**config.mk**
```make
export PLATFORM = sky130hd
export DESIGN_NAME = hazard_sequencer
export DESIGN_NICKNAME = d
export VERILOG_FILES = /design/src/rtl/hazard_sequencer.sv
export SDC_FILE = /design/constraint.sdc
export NUM_CORES = 1
export LEC_CHECK = 0
export ABC_AREA = 0
export CAP_MARGIN = 30
export CORE_MARGIN = 3
export CORE_UTILIZATION = 50
export DETAILED_ROUTE_END_ITERATION = 10
export GPL_TIMING_DRIVEN = 1
export HOLD_SLACK_MARGIN = 0.12
export PLACE_DENSITY = 0.88
export SYNTH_ARGS = -nofsm -noshare
export SYNTH_HDL_FRONTEND = slang
export SYNTH_SLANG_ARGS = --single-unit
```
**constraint.sdc**
```tcl
create_clock -name clk -period 5.5 [get_ports clk]
set_input_delay 0.825 -clock clk [delete_from_list [all_inputs] [get_ports clk]]
set_output_delay 0.825 -clock clk [all_outputs]
set_load 0.1 [all_outputs]
```
**src/rtl/hazard_sequencer.sv**
```systemverilog
// Stall/flush/forward sequencer for the five-stage F/D/E/M/W pipeline.
// Optional feature: define HAZARD_FORWARDING_EN to enable E-stage forwarding.
module hazard_sequencer #(
    parameter int REG_ADDR_W = 5,
    parameter int PERF_W     = 32
) (
    input  logic                  clk,
    input  logic                  reset,
    input  logic [REG_ADDR_W-1:0] rs1D,
    input  logic [REG_ADDR_W-1:0] rs2D,
    input  logic [REG_ADDR_W-1:0] rs1E,
    input  logic [REG_ADDR_W-1:0] rs2E,
    input  logic [REG_ADDR_W-1:0] rdE,
    input  logic [REG_ADDR_W-1:0] rdM,
    input  logic [REG_ADDR_W-1:0] rdW,
    input  logic                  regWriteE,
    input  logic                  regWriteM,
    input  logic                  regWriteW,
    input  logic                  loadE,
    input  logic                  redirectE,
    input  logic                  memReqM,
    input  logic                  memReadyM,
    output logic                  stallF,
    output logic                  stallD,
    output logic                  stallE,
    output logic                  stallM,
    output logic                  flushD,
    output logic                  flushE,
    output logic                  flushW,
    output logic [1:0]            rs1ForwardE,
    output logic [1:0]            rs2ForwardE,
    output logic [PERF_W-1:0]     stallCount,
    output logic [PERF_W-1:0]     flushCount
);

    localparam logic [0:0] IDLE     = 1'b0;
    localparam logic [0:0] MEM_WAIT = 1'b1;

    localparam logic [1:0] NO_FORWARD = 2'd0;
    localparam logic [1:0] COMPUTE    = 2'd1;
    localparam logic [1:0] MEMORY     = 2'd2;

    localparam logic [REG_ADDR_W-1:0] X0  = '0;
    localparam logic [PERF_W-1:0]     ONE = {{(PERF_W-1){1'b0}}, 1'b1};

    logic [0:0] state;
    logic [0:0] state_next;
    logic       freeze;
    logic       data_stall;
    logic [1:0] fwd1;
    logic [1:0] fwd2;

    always_comb begin
        freeze = 1'b0;
        case (state)
            IDLE:     freeze = memReqM & ~memReadyM;
            MEM_WAIT: freeze = ~memReadyM;
            default:  freeze = 1'b0;
        endcase
    end

    always_comb begin
        state_next = state;
        case (state)
            IDLE:     if (memReqM && !memReadyM) state_next = MEM_WAIT;
            MEM_WAIT: if (memReadyM)             state_next = IDLE;
            default:  state_next = IDLE;
        endcase
    end

    always_ff @(posedge clk) begin
        if (reset) state <= IDLE;
        else       state <= state_next;
    end

`ifdef HAZARD_FORWARDING_EN
    // Forwarding covers ALU results; only a load in E must wait a cycle.
    logic unused_fwd_cfg;
    assign unused_fwd_cfg = regWriteE;

    always_comb begin
        data_stall = loadE && (rdE != X0) &&
                     ((rdE == rs1D) || (rdE == rs2D));
    end

    function automatic logic [1:0] fwd_sel(
        input logic [REG_ADDR_W-1:0] rs,
        input logic [REG_ADDR_W-1:0] rd_m,
        input logic                  we_m,
        input logic [REG_ADDR_W-1:0] rd_w,
        input logic                  we_w
    );
        logic [1:0] sel;
        sel = NO_FORWARD;
        if (rs != X0) begin
            if (we_m && (rd_m == rs))      sel = COMPUTE;
            else if (we_w && (rd_w == rs)) sel = MEMORY;
        end
        return sel;
    endfunction

    always_comb begin
        fwd1 = fwd_sel(rs1E, rdM, regWriteM, rdW, regWriteW);
        fwd2 = fwd_sel(rs2E, rdM, regWriteM, rdW, regWriteW);
    end
`else
    // No bypass: D waits until producers in E or M have reached W.
    logic unused_fwd_cfg;
    assign unused_fwd_cfg = ^{rs1E, rs2E, rdW, regWriteW, loadE};

    logic hit1;
    logic hit2;

    always_comb begin
        hit1 = (rs1D != X0) &&
               ((regWriteE && (rdE == rs1D)) ||
                (regWriteM && (rdM == rs1D)));
        hit2 = (rs2D != X0) &&
               ((regWriteE && (rdE == rs2D)) ||
                (regWriteM && (rdM == rs2D)));
        data_stall = hit1 || hit2;
    end

    always_comb begin
        fwd1 = NO_FORWARD;
        fwd2 = NO_FORWARD;
    end
`endif

    always_comb begin
        stallF      = 1'b0;
        stallD      = 1'b0;
        stallE      = 1'b0;
        stallM      = 1'b0;
        flushD      = 1'b0;
        flushE      = 1'b0;
        flushW      = 1'b0;
        rs1ForwardE = reset ? NO_FORWARD : fwd1;
        rs2ForwardE = reset ? NO_FORWARD : fwd2;
        if (reset) begin
            flushD = 1'b1;
            flushE = 1'b1;
            flushW = 1'b1;
        end else if (freeze) begin
            // Hold F..M; W retires a bubble so nothing writes twice.
            stallF = 1'b1;
            stallD = 1'b1;
            stallE = 1'b1;
            stallM = 1'b1;
            flushW = 1'b1;
        end else if (redirectE) begin
            flushD = 1'b1;
            flushE = 1'b1;
        end else if (data_stall) begin
            stallF = 1'b1;
            stallD = 1'b1;
            flushE = 1'b1;
        end
    end

    always_ff @(posedge clk) begin
        if (reset) begin
            stallCount <= '0;
            flushCount <= '0;
        end else begin
            if (stallF && (stallCount != '1))
                stallCount <= stallCount + ONE;
            if (flushD && (flushCount != '1))
                flushCount <= flushCount + ONE;
        end
    end

endmodule

```
==> results.ini <==
[cells_and_area]
antennaDiodeCount = 0
area_delta_synth_final_pct = 33.9
fill_cells = 505
final_common_cell = clkdlybuf4s50_1
layout_common_cells = clkdlybuf4s50_1 (94), dfxtp_1 (65), nor2_1 (51), nand2_1 (35), xnor2_1 (27)
nNetsFinal = 565
drive_gt1_frac = 0.0782

[critical_path]
worstPathArrival_ns = 3.81
ff2ff_path_depth = 7
path_max_fanout = 5
cp_top_family = buffers and inverters
cp_num_buf_inv = 2
reg2reg_from = stallCount[11]
start_kind = primary input
crit_path_cell_trace = clkdlybuf4s50_1, or4_1, nor2_1, nor4_1, nor4_2, o21ai_0, clkdlybuf4s50_1
crit_top_cell = clkdlybuf4s50_1
required_ns = 4.68
cpPeakStageDelay_ns = 1.05
timing.rr.end = stallCount[24]
path_class = primary input to output pin
critPathSlowestCell = clkdlybuf4s50_1
ff2ff_setup_slack_ns = 2.76
cp-end-kind = output pin

[route]
drt_iter0_drc = 223
antenna_left = 0
avgViaCountPerCell = 5.75
firstDrtPassIters = 5
drc = 0
vias = 3547
post_drt_wl_per_cell_um = 15.1
wirelength_um = 9330

[placed_design]
hpwl_um = 6790
place_congestion = 0.848
io_buffers = 97

[logic_synthesis]
ys_seq_area_frac = 0.369
synth-seq-cells = 65
ys_types = 48
yosysWarnings = 0
synth_ff_type = dfxtp_1
synthCells = 426
avgSynthCellArea_um2 = 8.27
synth_edf_count = 0
synthArstFlopShare = 0
syn_area_um2 = 3520

[sta]
fin_crit_ns = 4.64
worst_slew_pin_slew_ns = 1.03
maxSlewHeadroom = 0.314
tns_ns = 0
final_max_slew_viol_count = 0
rsz0062_at_grt = false
hold_violations = 0
whs_ns = 0.507
period_share = 0.843
finalSetupViolCount = 0
fmax_mhz = 216
clock_skew_ns = 0.00453

[cts]
numCtsBuffers = 9
clock_path_buffers = 2
cts_resized = 0
clock_sinks = 65
clkSlewWorstSetupHoldPaths_ns = 0.07
cts-htree-levels = 3
clk_latency_ns = 0.33
cts_hold_buffers = 0
cts_tree = built
cts_setup_buffers = 0
cts-root-buf = clkbuf_8

[floorplan]
pin_count = 119
die_x_um = 89.9
fp.dieArea_um2 = 8090
initial_core_util = 0.536
die_h_um = 89.9
core-area_um2 = 6570
rows = 29

[pwr]
vdd_ir_drop_max_mv = 0.154
switching_share = 0.262
p_switching_uw = 281
power_frac_seq = 0.443
power_density_nw_per_um2 = 228
p_leak_nw = 1.49
pwr-share-comb = 0.126
p_clk_frac = 0.431
p_int_uw = 795

[global_routing]
grt_start_max_net_pins = 46
grt_usage = 0.225
globalRouteOverflowTotal = 0
grt_pass1_vias = 3279
grt_pass1_wl_um = 15300
antenna_found_initial = 0

[hold_path]
min_from = stallCount[10]
holdCritPathClass = register to register
holdPathStages = 2
worstHoldEndpoint = stallCount[10]

[job]
drv_cap = 0

[run_status]
outcome = finished clean

==> sequential cells by signal, indices dropped and copies added, names as in the netlist <==
register,flops
flushCount,32
state,1
stallCount,32
==> synthesized netlist by cell type, types with 3 or more instances <==
master    instances  share of area
and4_1            4         0.0099
a21oi_2           7          0.017
clkbuf_1          8         0.0085
nor3_1            8          0.011
o311ai_0          3         0.0075
o41ai_1           3         0.0075
buf_4             6          0.013
o21ai_0           6         0.0085
nor4_1           10          0.018
o21ai_1           6         0.0085
xnor2_1          27          0.067
or3_1            14          0.025
a21oi_1          20          0.028
dfxtp_1          65           0.37
nand2_1          35          0.037
nand3_1          23          0.033
nor2_1           51          0.054
o31ai_1          12          0.026
mux2_2            4          0.013
nand4_1          20          0.036
or4_1            13          0.028
and3_1            7          0.012
inv_1            16          0.017
xor2_1           20          0.050
nor2b_1           3         0.0053
==> cell families after synthesis <==
| kind of cell | synth area share |
|---|---|
| XOR/XNOR | 0.117 |
| adder cells (fa/ha/maj) | 0.00710 |
| AO/OA/AOI/OAI | 0.136 |
| flip-flops | 0.369 |
| AND/OR/NAND/NOR | 0.296 |
| buffers and inverters | 0.0547 |
| other | 0.00106 |
| multiplexers | 0.0185 |
==> per-layer routing <==
layer	GRT usage	routed length, um	vias up
li1	-	-	1718
met4	0.0765	100	0
met5	0	0	-
met2	0.380	4650	153
met3	0.0492	694	12
met1	0.284	3890	1664
==> worst max path at each step <==
stage               startpoint  endpoint  slack, ns  cells past startpoint
floorplan            memReadyM    stallF       0.63                      5
global placement       rs1D[1]    flushE       1.02                      7
detailed placement     rs2D[1]    flushE       0.87                      7
CTS                    rs2D[1]    flushE       0.85                      7
global route           rs2D[2]    flushE       0.63                      7
finish                 rs2D[1]    flushE       0.86                      7
==> worst register-to-register path: stages, from the launching register on <==
cell	delay, ns
dfxtp_1	0.46
nand4_2	0.21
nor3_2	0.32
nand4_1	0.17
nor4_2	0.50
a211o_2	0.65
or3_1	0.25
a21oi_2	0.06
==> power by group through the flow <==
stage               Sequential (mW)  Clock, mW  Combinational, mW
finish                        0.477      0.464              0.135
global route                  0.477      0.488              0.142
CTS                           0.477      0.468              0.135
detailed placement            0.488          0              0.135
global placement              0.488          0              0.131
floorplan                     0.508          0             0.0769
==> stage by stage <==
stage | cell area [um^2] | utilization | power [mW] | setup WS, ns | std cells
after floorplan | 3530 | - | 0.585 | 0.629 | 429
after global placement | 4490 | 0.683 | 0.619 | 1.02 | 601
after detailed placement | 4490 | 0.683 | 0.623 | 0.875 | 601
after CTS | 4720 | 0.718 | 1.08 | 0.847 | 617
after global routing | 4720 | 0.718 | 1.11 | 0.634 | 617
final | 4720 | 0.718 | 1.08 | 0.861 | 617
==> layout make-up <==
| type | instances | area [um^2] | area share |
|---|---|---|---|
| Clock buffer | 12 | 155 | 0.0329 |
| Clock inverter | 4 | 75.1 | 0.0159 |
| Inverter | 16 | 60.1 | 0.0127 |
| Multi-Input combinational cell | 329 | 2040 | 0.432 |
| Sequential cell | 65 | 1300 | 0.276 |
| Tap cell | 93 | 116 | 0.0247 |
| Timing Repair Buffer | 98 | 968 | 0.205 |
No activity file was read; power rests on OpenSTA's default activity.
